File: src/rtl/uart_rx_fifo.sv
// rtl/uart_rx_fifo.sv - UART receiver with parity/framing checks and a show-ahead receive FIFO
module uart_rx_fifo #(
   parameter int CLK_FREQ   = 66_000_000,
   parameter int BAUD_RATE  = 9600,
   parameter int DATA_BITS  = 8,
   parameter int PARITY     = 0,
   parameter int STOP_BITS  = 1,
   parameter int FIFO_DEPTH = 16
) (
   input  logic                          clk,
   input  logic                          rst_n,
   input  logic                          rx,
   input  logic                          rd_en,
   input  logic                          clr_err,
   output logic [DATA_BITS-1:0]          data,
   output logic                          perr,
   output logic                          ferr,
   output logic                          dr,
   output logic [$clog2(FIFO_DEPTH):0]   count,
   output logic                          overrun
);

   localparam int BIT_TIME = CLK_FREQ / BAUD_RATE;
   localparam int CW       = $clog2(BIT_TIME);
   localparam int IW       = $clog2(DATA_BITS + 1);
   localparam int PW       = $clog2(FIFO_DEPTH);
   localparam int NW       = PW + 1;
   localparam int EW       = DATA_BITS + 2;

   localparam logic [CW-1:0] HALF_LOAD = CW'(BIT_TIME / 2 - 1);
   localparam logic [CW-1:0] FULL_LOAD = CW'(BIT_TIME - 1);
   localparam logic [IW-1:0] LAST_DATA = IW'(DATA_BITS - 1);
   localparam logic [IW-1:0] LAST_STOP = IW'(STOP_BITS - 1);
   localparam logic [NW-1:0] DEPTH_C   = NW'(FIFO_DEPTH);

   typedef enum logic [2:0] {
      ST_IDLE,
      ST_START,
      ST_DATA,
      ST_PARITY,
      ST_STOP,
      ST_WAIT_HIGH
   } state_t;

   logic                 meta_q, rxs_q;
   state_t               state_q;
   logic [CW-1:0]        cnt_q;
   logic [IW-1:0]        idx_q;
   logic [DATA_BITS-1:0] shreg_q;
   logic                 perr_q, ferr_q;

   logic [EW-1:0]        mem_q [FIFO_DEPTH];
   logic [PW-1:0]        wr_ptr_q, wr_ptr_d;
   logic [PW-1:0]        rd_ptr_q, rd_ptr_d;
   logic [NW-1:0]        count_q, count_d;
   logic                 overrun_q, overrun_d;

   logic                 frame_ferr, push, pop, push_ok;
   logic [EW-1:0]        push_entry, head;

   // Two-flop synchronizer; idle-high reset value so reset never looks like a start bit
   always_ff @(posedge clk or negedge rst_n) begin
      if (!rst_n) begin
         meta_q <= 1'b1;
         rxs_q  <= 1'b1;
      end else begin
         meta_q <= rx;
         rxs_q  <= meta_q;
      end
   end

   // Framing error for the current frame includes the stop sample being taken right now
   assign frame_ferr = ferr_q | ~rxs_q;
   assign push       = (state_q == ST_STOP) && (cnt_q == '0) && (idx_q == LAST_STOP);
   assign push_entry = {frame_ferr, perr_q, shreg_q};

   // Receive FSM: mid-bit sampling driven by a reloadable down-counter
   always_ff @(posedge clk or negedge rst_n) begin
      if (!rst_n) begin
         state_q <= ST_IDLE;
         cnt_q   <= '0;
         idx_q   <= '0;
         shreg_q <= '0;
         perr_q  <= 1'b0;
         ferr_q  <= 1'b0;
      end else begin
         case (state_q)
            ST_IDLE: begin
               if (!rxs_q) begin
                  cnt_q   <= HALF_LOAD;
                  state_q <= ST_START;
               end
            end
            ST_START: begin
               if (cnt_q != '0) begin
                  cnt_q <= cnt_q - 1'b1;
               end else if (rxs_q) begin
                  state_q <= ST_IDLE;
               end else begin
                  cnt_q   <= FULL_LOAD;
                  idx_q   <= '0;
                  shreg_q <= '0;
                  perr_q  <= 1'b0;
                  ferr_q  <= 1'b0;
                  state_q <= ST_DATA;
               end
            end
            ST_DATA: begin
               if (cnt_q != '0) begin
                  cnt_q <= cnt_q - 1'b1;
               end else begin
                  // LSB first: after DATA_BITS shifts the first bit sits at bit 0
                  shreg_q <= {rxs_q, shreg_q[DATA_BITS-1:1]};
                  cnt_q   <= FULL_LOAD;
                  if (idx_q == LAST_DATA) begin
                     idx_q   <= '0;
                     state_q <= (PARITY != 0) ? ST_PARITY : ST_STOP;
                  end else begin
                     idx_q <= idx_q + 1'b1;
                  end
               end
            end
            ST_PARITY: begin
               if (cnt_q != '0) begin
                  cnt_q <= cnt_q - 1'b1;
               end else begin
                  perr_q  <= (PARITY == 1) ? ~(^shreg_q ^ rxs_q) : (^shreg_q ^ rxs_q);
                  cnt_q   <= FULL_LOAD;
                  state_q <= ST_STOP;
               end
            end
            ST_STOP: begin
               if (cnt_q != '0) begin
                  cnt_q <= cnt_q - 1'b1;
               end else begin
                  ferr_q <= frame_ferr;
                  if (idx_q == LAST_STOP) begin
                     idx_q   <= '0;
                     state_q <= frame_ferr ? ST_WAIT_HIGH : ST_IDLE;
                  end else begin
                     idx_q <= idx_q + 1'b1;
                     cnt_q <= FULL_LOAD;
                  end
               end
            end
            ST_WAIT_HIGH: begin
               if (rxs_q) state_q <= ST_IDLE;
            end
            default: state_q <= ST_IDLE;
         endcase
      end
   end

   // FIFO next state; a pop frees the slot a same-cycle push needs when full
   always_comb begin
      pop       = rd_en && (count_q != '0);
      push_ok   = push && ((count_q != DEPTH_C) || pop);
      wr_ptr_d  = push_ok ? wr_ptr_q + 1'b1 : wr_ptr_q;
      rd_ptr_d  = pop ? rd_ptr_q + 1'b1 : rd_ptr_q;
      count_d   = count_q;
      if (push_ok && !pop) count_d = count_q + 1'b1;
      else if (!push_ok && pop) count_d = count_q - 1'b1;
      overrun_d = overrun_q;
      if (push && !push_ok) overrun_d = 1'b1;
      else if (clr_err) overrun_d = 1'b0;
   end

   // FIFO pointers, occupancy and sticky overrun
   always_ff @(posedge clk or negedge rst_n) begin
      if (!rst_n) begin
         wr_ptr_q  <= '0;
         rd_ptr_q  <= '0;
         count_q   <= '0;
         overrun_q <= 1'b0;
      end else begin
         wr_ptr_q  <= wr_ptr_d;
         rd_ptr_q  <= rd_ptr_d;
         count_q   <= count_d;
         overrun_q <= overrun_d;
      end
   end

   // Storage array; contents are only visible through the occupancy gate below
   always_ff @(posedge clk) begin
      if (push_ok) mem_q[wr_ptr_q] <= push_entry;
   end

   assign head    = mem_q[rd_ptr_q];
   assign dr      = (count_q != '0);
   assign data    = dr ? head[DATA_BITS-1:0] : '0;
   assign perr    = dr & head[DATA_BITS] & (PARITY != 0);
   assign ferr    = dr & head[DATA_BITS+1];
   assign count   = count_q;
   assign overrun = overrun_q;

endmodule

File: config.mk
export PLATFORM = sky130hd
export DESIGN_NAME = uart_rx_fifo
export DESIGN_NICKNAME = d
export VERILOG_FILES = /design/src/rtl/uart_rx_fifo.sv
export SDC_FILE = /design/constraint.sdc
export NUM_CORES = 1
export LEC_CHECK = 0
export BUFFER_PORTS_ARGS = -buffer_cell sky130_fd_sc_hd__buf_2
export CORE_AREA = 2 2 183 185
export CTS_BUF_LIST = sky130_fd_sc_hd__clkbuf_4 sky130_fd_sc_hd__clkbuf_8 sky130_fd_sc_hd__clkbuf_16
export DETAILED_ROUTE_END_ITERATION = 16
export DIE_AREA = 0 0 185 187
export PLACE_DENSITY = 0.36
export SLEW_MARGIN = 30
export SYNTH_ARGS = -nofsm -noshare
export SYNTH_HDL_FRONTEND = slang
export SYNTH_SLANG_ARGS = --single-unit
File: constraint.sdc
create_clock -name clk -period 3.98 [get_ports clk]
set_clock_uncertainty 0.15 [all_clocks]
set_input_delay 0.796 -clock clk [delete_from_list [all_inputs] [get_ports clk]]
set_output_delay 0.796 -clock clk [all_outputs]
set_load 0.1 [all_outputs]
==> results of run 1 <==
-- area by class of cell --
| type | count | area [um2] |
|---|---|---|
| Timing Repair Buffer | 45 | 303 |
| Fill cell | 3373 | 23400 |
| Tap cell | 448 | 561 |
| Sequential cell | 189 | 5450 |
| Clock inverter | 14 | 169 |
| Inverter | 11 | 41.3 |
| Clock buffer | 17 | 425 |
| Multi-Input combinational cell | 266 | 2480 |
-- per-layer routing --
metal | wire, um | up-vias | share of wire | track usage
li1 | - | 1991 | - | -
met1 | 8380 | 2220 | 0.47 | 0.151
met2 | 8690 | 61 | 0.49 | 0.179
met3 | 628 | 16 | 0.035 | 0.0224
met4 | 187 | 0 | 0.010 | 0.0275
met5 | 0 | - | 0 | 0
-- synth_stat cells, types with 3 or more instances --
cell | n | area, um2
clkbuf_1 | 12 | 45.0
nor3_1 | 9 | 45.0
and2_1 | 10 | 62.6
a21oi_1 | 15 | 75.1
ha_1 | 14 | 175
a31oi_1 | 4 | 25.0
nand4_1 | 4 | 25.0
dfrtp_1 | 43 | 1080
xnor2_1 | 9 | 78.8
buf_2 | 4 | 20.0
o21ai_0 | 24 | 120
o22a_1 | 3 | 26.3
nand2b_1 | 6 | 37.5
edfxtp_1 | 144 | 4320
a22o_1 | 11 | 96.3
o21a_1 | 5 | 37.5
nor2b_1 | 4 | 25.0
nand2_1 | 30 | 113
nor3b_1 | 3 | 22.5
mux4_2 | 45 | 1010
buf_1 | 3 | 11.3
nand3_1 | 8 | 40.0
xor2_1 | 3 | 26.3
or3_1 | 3 | 18.8
nor2_1 | 23 | 86.3
inv_1 | 10 | 37.5
-- stage by stage --
step / instances / cell area, um2
floorplan: 489 / 8090
global placement: 959 / 8830
detailed placement: 959 / 8830
CTS: 990 / 9430
global route: 990 / 9430
finish: 990 / 9430
-- cells by family (layout without fill, tap and decap cells) --
family | after synthesis | count (layout) | synth area share
xor gates and xnor gates | 12 | 12 | 0.0130
and+or+nand+nor | 117 | 117 | 0.0819
AOI/OAI and AO/OA | 74 | 74 | 0.0590
DFF | 189 | 189 | 0.675
muxes | 47 | 47 | 0.128
buffers and inverters | 34 | 87 | 0.0192
other | 1 | 1 | 0.000464
adders and majority gates | 15 | 15 | 0.0241
-- sequential cells by signal, summed over array words and instances, names as in the netlist, 3 cells and up --
signal / cells
count: 5
mem_q: 144
rd_ptr_q: 4
shreg_q: 8
cnt_q: 13
idx_q: 4
state_q: 3
wr_ptr_q: 4
-- worst max path at each step --
stage                     start       end  slack (ns)  cells after the start
finish              rd_ptr_q[0]      ferr        0.31                      5
detailed placement     count[1]  count[4]        0.43                     12
floorplan              count[1]   data[0]        0.30                      4
CTS                 rd_ptr_q[0]      ferr        0.25                      5
global placement       count[1]  count[4]        0.46                     12
global route           count[0]  count[4]        0.16                     12
-- power by group --
part / switching [mW] / internal (mW)
logic: 0.667 / 0.367
clock network: 0.818 / 0.900
registers: 0.106 / 2.15
==> run_results.csv, run 1 <==
group,metric,value,unit
setup_path,worstSetupEndpointType,"output pin",
floorplan,fp-row-count,67,
setup_path,crit_top_cell,"mux4_2",
logic_synthesis,syn_inst,489,
setup_path,r2r-end,"count[4]",
logic_synthesis,avgSynthCellArea,16.5,um2
route,ant_nets,0,
setup_path,r2r_cells,12,
floorplan,core-area,0.0329,mm2
clock_tree,clock_path_buffers,2,
layout,area_growth,16.6,%
status,outcome,"completed",
sta,rsz0062_at_grt,"no",
sta,drv_slew,0,
power_and_ir_drop,total_power,5.01,mW
place,routabilityCongestion,0.707,
route,routedWlPerCell,18.1,um
route,vias_per_cell,4.33,
power_and_ir_drop,power_leakage,3.58,nW
grt,grt_pass1_vias,4561,
logic_synthesis,ys.flop_type,"edfxtp_1",
setup_path,arrival,2.73,ns
clock_tree,clk_pin_slew,0.07,ns
sta,fin_crit_sh,0.923,
floorplan,io_pins,22,
setup_path,slowest_delay,0.60,ns
logic_synthesis,synth_nets,509,
setup_path,crit_chain,"buf_4 > mux4_2 > mux4_2 > and2_1 > buf_2",
clock_tree,htree_levels,4,
setup_path,path_delay_family,"multiplexers",
layout,final_common_cell,"edfxtp_1",
grt,grt_pass1_wl,28.1,mm
min_path,hold_end,"rxs_q",
route,dr.pass1.iters,4,
clock_tree,cts_buffers,17,
floorplan,fp.dieH,187,um
power_and_ir_drop,vdd_ir_drop_max,0.428,mV
setup_path,start_kind,"flip-flop",
floorplan,die-area,0.0346,mm2
sta,finalCriticalPeriod,3.67,ns
route,totalWireLength,17.9,mm
clock_tree,cts_hold_buf,0,
layout,final_util,0.287,
sta,tns,0,ns
min_path,holdPathStages,0,
min_path,hp-class,"flip-flop to flip-flop",
setup_path,crit_required,3.03,ns
place,place_ws,0.435,ns
place,io_buffers,20,
clock_tree,cts_tree,"done",
setup_path,crit_buf_inv,2,
flow_run,max_cap_viol_count,0,
logic_synthesis,ys_seq_area_frac,0.675,
clock_tree,cts-resized-gates,0,
setup_path,cpMaxStageDelayCell,"mux4_2",
setup_path,r2r-start,"count[1]",
floorplan,die_x,185,um
logic_synthesis,synth.cell_area,0.00808,mm2
logic_synthesis,synth_warnings,0,
setup_path,cp_max_fo,15,
sta,max-slew-margin-rel,0.480,
route,routed-via-count,4288,
logic_synthesis,synth-edff-count,144,
logic_synthesis,synth-async-reset-ratio,0.238,
power_and_ir_drop,p_per_area,531,mW/mm2
layout,drive_gt1_frac,0.249,
grt,grt_max_degree,46,
setup_path,rrSetupSlack,0.45,ns
sta,hold_slack,0.208,ns
sta,fmax,0.272,GHz
clock_tree,post_cts_buffers,0,
place,dp_hpwl,11.9,mm
sta,setup_viol,0,
sta,worst_slack,0.307,ns
clock_tree,clk_latency,0.43,ns
sta,tightest_slew,0.774,ns
grt,grt_overflow,0,
sta,hold_violations,0,
logic_synthesis,synth_cell_types,53,
logic_synthesis,synth.ff_latch_count,189,
route,drt_iter0_markers,269,
clock_tree,cts.sinks,189,
grt,antenna_found_initial,1,
layout,final_cell_mix,"edfxtp_1, mux4_2, dfrtp_1",
min_path,hp-start,"meta_q",
layout,fin_nets,550,
layout,diodes,0,
route,drc_errors,0,
grt,grtUsageTotal,0.110,
floorplan,start_util,0.246,
setup_path,worst-setup-path-type,"flip-flop to output pin",
clock_tree,cts_root_buf,"clkbuf_16",
(Power assumes the default switching activity.)
==> run 2: changes to the inputs <==
==> constraint.sdc (replaced) <==
create_clock -name clk -period 4.1 [get_ports clk]
set_clock_uncertainty 0.15 [all_clocks]
set_input_delay 0.82 -clock clk [delete_from_list [all_inputs] [get_ports clk]]
set_output_delay 0.82 -clock clk [all_outputs]
set_load 0.1 [all_outputs]
==> run 2 against run 1 <==
  * Die area unchanged
  * Via count down 0.44%
  * Worst hold slack got worse by 0.011 ns
  * Total power down 3.6%
  * Critical endpoint is now data[7]
  * Combinational power barely moved
  * Largest cell class unchanged
  * Worst setup slack better by 0.12 ns
  * First-iteration DRC count grew 25%
  * Critical path type unchanged
  * Count of clock-buffer cells in the layout is the same
==> run_results.csv, run 2 (synthesis gave the netlist of run 1 again) <==
group,metric,value,unit
route,dr.pass1.iters,4,
clock_tree,cts_root_buf,"clkbuf_16",
layout,area_growth,16.3,%
setup_path,r2r_cells,12,
sta,rsz0062_at_grt,"no",
clock_tree,post_cts_buffers,0,
grt,grt_max_degree,37,
layout,drive_gt1_frac,0.247,
layout,diodes,0,
clock_tree,cts_hold_buf,0,
flow_run,max_cap_viol_count,0,
layout,largest_reg_flops,144,
place,dp_hpwl,12.2,mm
place,io_buffers,20,
sta,fmax,0.272,GHz
layout,fin_nets,549,
power_and_ir_drop,pwr-share-clk,0.337,
route,ant_nets,0,
power_and_ir_drop,p_int,3.25,mW
power_and_ir_drop,p_comb_frac,0.207,
route,routed-via-count,4269,
layout,top_regs,"mem_q (144), cnt_q (13), shreg_q (8)",
route,totalWireLength,18.3,mm
layout,final_util,0.286,
power_and_ir_drop,power_leakage,3.57,nW
setup_path,r2r-end,"count[4]",
grt,grt_overflow,0,
clock_tree,cts-resized-gates,0,
setup_path,crit_buf_inv,2,
layout,final_common_cell,"edfxtp_1",
setup_path,r2r-start,"count[1]",
sta,finalCriticalPeriod,3.68,ns
clock_tree,htree_levels,4,
grt,grt.met2_usage,0.177,
sta,hold_slack,0.197,ns
layout,multi_input_area,0.00248,mm2
setup_path,cp_max_fo,13,
layout,register_area,0.00545,mm2
sta,fin_crit_sh,0.897,
clock_tree,cts_tree,"done",
status,outcome,"completed",
setup_path,cpMaxStageDelayCell,"mux4_2",
setup_path,worst-setup-path-type,"flip-flop to output pin",
route,drt_iter0_markers,336,
setup_path,crit_top_cell,"mux4_2",
floorplan,die-area,0.0346,mm2
floorplan,io_pins,22,
clock_tree,clk_pin_slew,0.09,ns
grt,grt_pass1_wl,29.0,mm
sta,tns,0,ns
route,drc_errors,0,
setup_path,start_kind,"flip-flop",
clock_tree,cts.sinks,189,
setup_path,arrival,2.71,ns
floorplan,core-area,0.0329,mm2
clock_tree,clk_latency,0.44,ns
layout,final_cell_mix,"edfxtp_1, mux4_2, dfrtp_1",
grt,antenna_found_initial,1,
sta,setup_viol,0,
clock_tree,cts_buffers,17,
setup_path,slowest_delay,0.59,ns
grt,grtUsageTotal,0.113,
grt,busiest_layer,"met2",
power_and_ir_drop,seq_power_share,0.457,
power_and_ir_drop,p_per_area,514,mW/mm2
grt,grtUsageMet1,0.161,
grt,globalRouteMet3Util,0.0238,
floorplan,die_x,185,um
route,vias_per_cell,4.31,
sta,tightest_slew,0.900,ns
setup_path,path_delay_family,"multiplexers",
min_path,hp-class,"primary input to asynchronous set/reset pin",
sta,drv_slew,0,
sta,max-slew-margin-rel,0.400,
setup_path,rrSetupSlack,0.55,ns
power_and_ir_drop,switching_share,0.327,
floorplan,fp.dieH,187,um
route,routedWlPerCell,18.5,um
grt,grt_pass1_vias,4689,
layout,n_fill_cell,3352,
power_and_ir_drop,switchingPower,1.58,mW
setup_path,crit_chain,"buf_4 > mux4_2 > mux4_2 > and2_1 > buf_2",
power_and_ir_drop,vdd_ir_drop_max,0.407,mV
layout,top_register,"mem_q",
floorplan,fp-row-count,67,
floorplan,start_util,0.246,
clock_tree,clock_path_buffers,2,
sta,hold_violations,0,
setup_path,worstSetupEndpointType,"output pin",
place,routabilityCongestion,0.737,
setup_path,crit_required,3.13,ns
run 2: cell types whose count changed in the layout (fill, tap and decap cells not counted):
cell        previous run  this run
inv_6                  2         5
buf_4                 25        23
buf_2                 19        20
bufinv_16              1         0
clkinv_1               0         1
clkinv_8               1         2
clkinvlp_4             2         1
inv_12                 1         0
inv_8                  5         4
run 2: how the worst max path moves through the flow:
stage,end,slack (ns),cells after the start,start
2_1_floorplan,data[0],0.40,4,count[1]
3_3_place_gp,count[4],0.61,12,count[1]
3_5_place_dp,count[4],0.54,12,count[1]
4_1_cts,data[7],0.37,5,rd_ptr_q[0]
5_1_grt,count[4],0.27,12,count[1]
6_report,data[7],0.42,5,rd_ptr_q[0]
run 2: metal layers:
metal | share of wire | vias up
met5 | 0 | -
met4 | 0.0059 | 0
met3 | 0.033 | 9
met2 | 0.47 | 55
met1 | 0.49 | 2208
li1 | - | 1997
run 2: worst reg2reg max path, delay by kind of cell (launching register included):
family / cells / cell delay (ns)
compound gates: 2 / 0.34
xor+xnor: 1 / 0.15
fa+ha+maj: 2 / 0.52
buf+inv: 2 / 0.21
flops: 1 / 0.43
simple gates: 5 / 1.68
run 2: power groups by stage:
stage | Sequential (mW) | Combinational (mW) | Clock, mW
6_report | 2.21 | 0.997 | 1.62
5_1_grt | 2.22 | 1.08 | 1.76
4_1_cts | 2.21 | 1.02 | 1.67
3_5_place_dp | 2.25 | 1.02 | 0
3_3_place_gp | 2.24 | 1.02 | 0
2_1_floorplan | 2.34 | 0.673 | 0
run 2: cell type report:
type	instances	area share
inverter	11	0.00439
multi-input combinational	266	0.263
timing repair buffer	44	0.0311
sequential	189	0.580
clock inverter	15	0.0160
tap	448	0.0596
clock buffer	17	0.0453
run 2: through the flow:
| step | setup slack (ns) | power, mW | std cells | area [um2] |
|---|---|---|---|---|
| after global placement | 0.615 | 3.26 | 958 | 8820 |
| after CTS | 0.369 | 4.90 | 990 | 9400 |
| after detailed placement | 0.537 | 3.27 | 958 | 8820 |
| after floorplan | 0.400 | 3.02 | 489 | 8090 |
| final | 0.424 | 4.83 | 990 | 9400 |
| after global routing | 0.269 | 5.06 | 990 | 9400 |
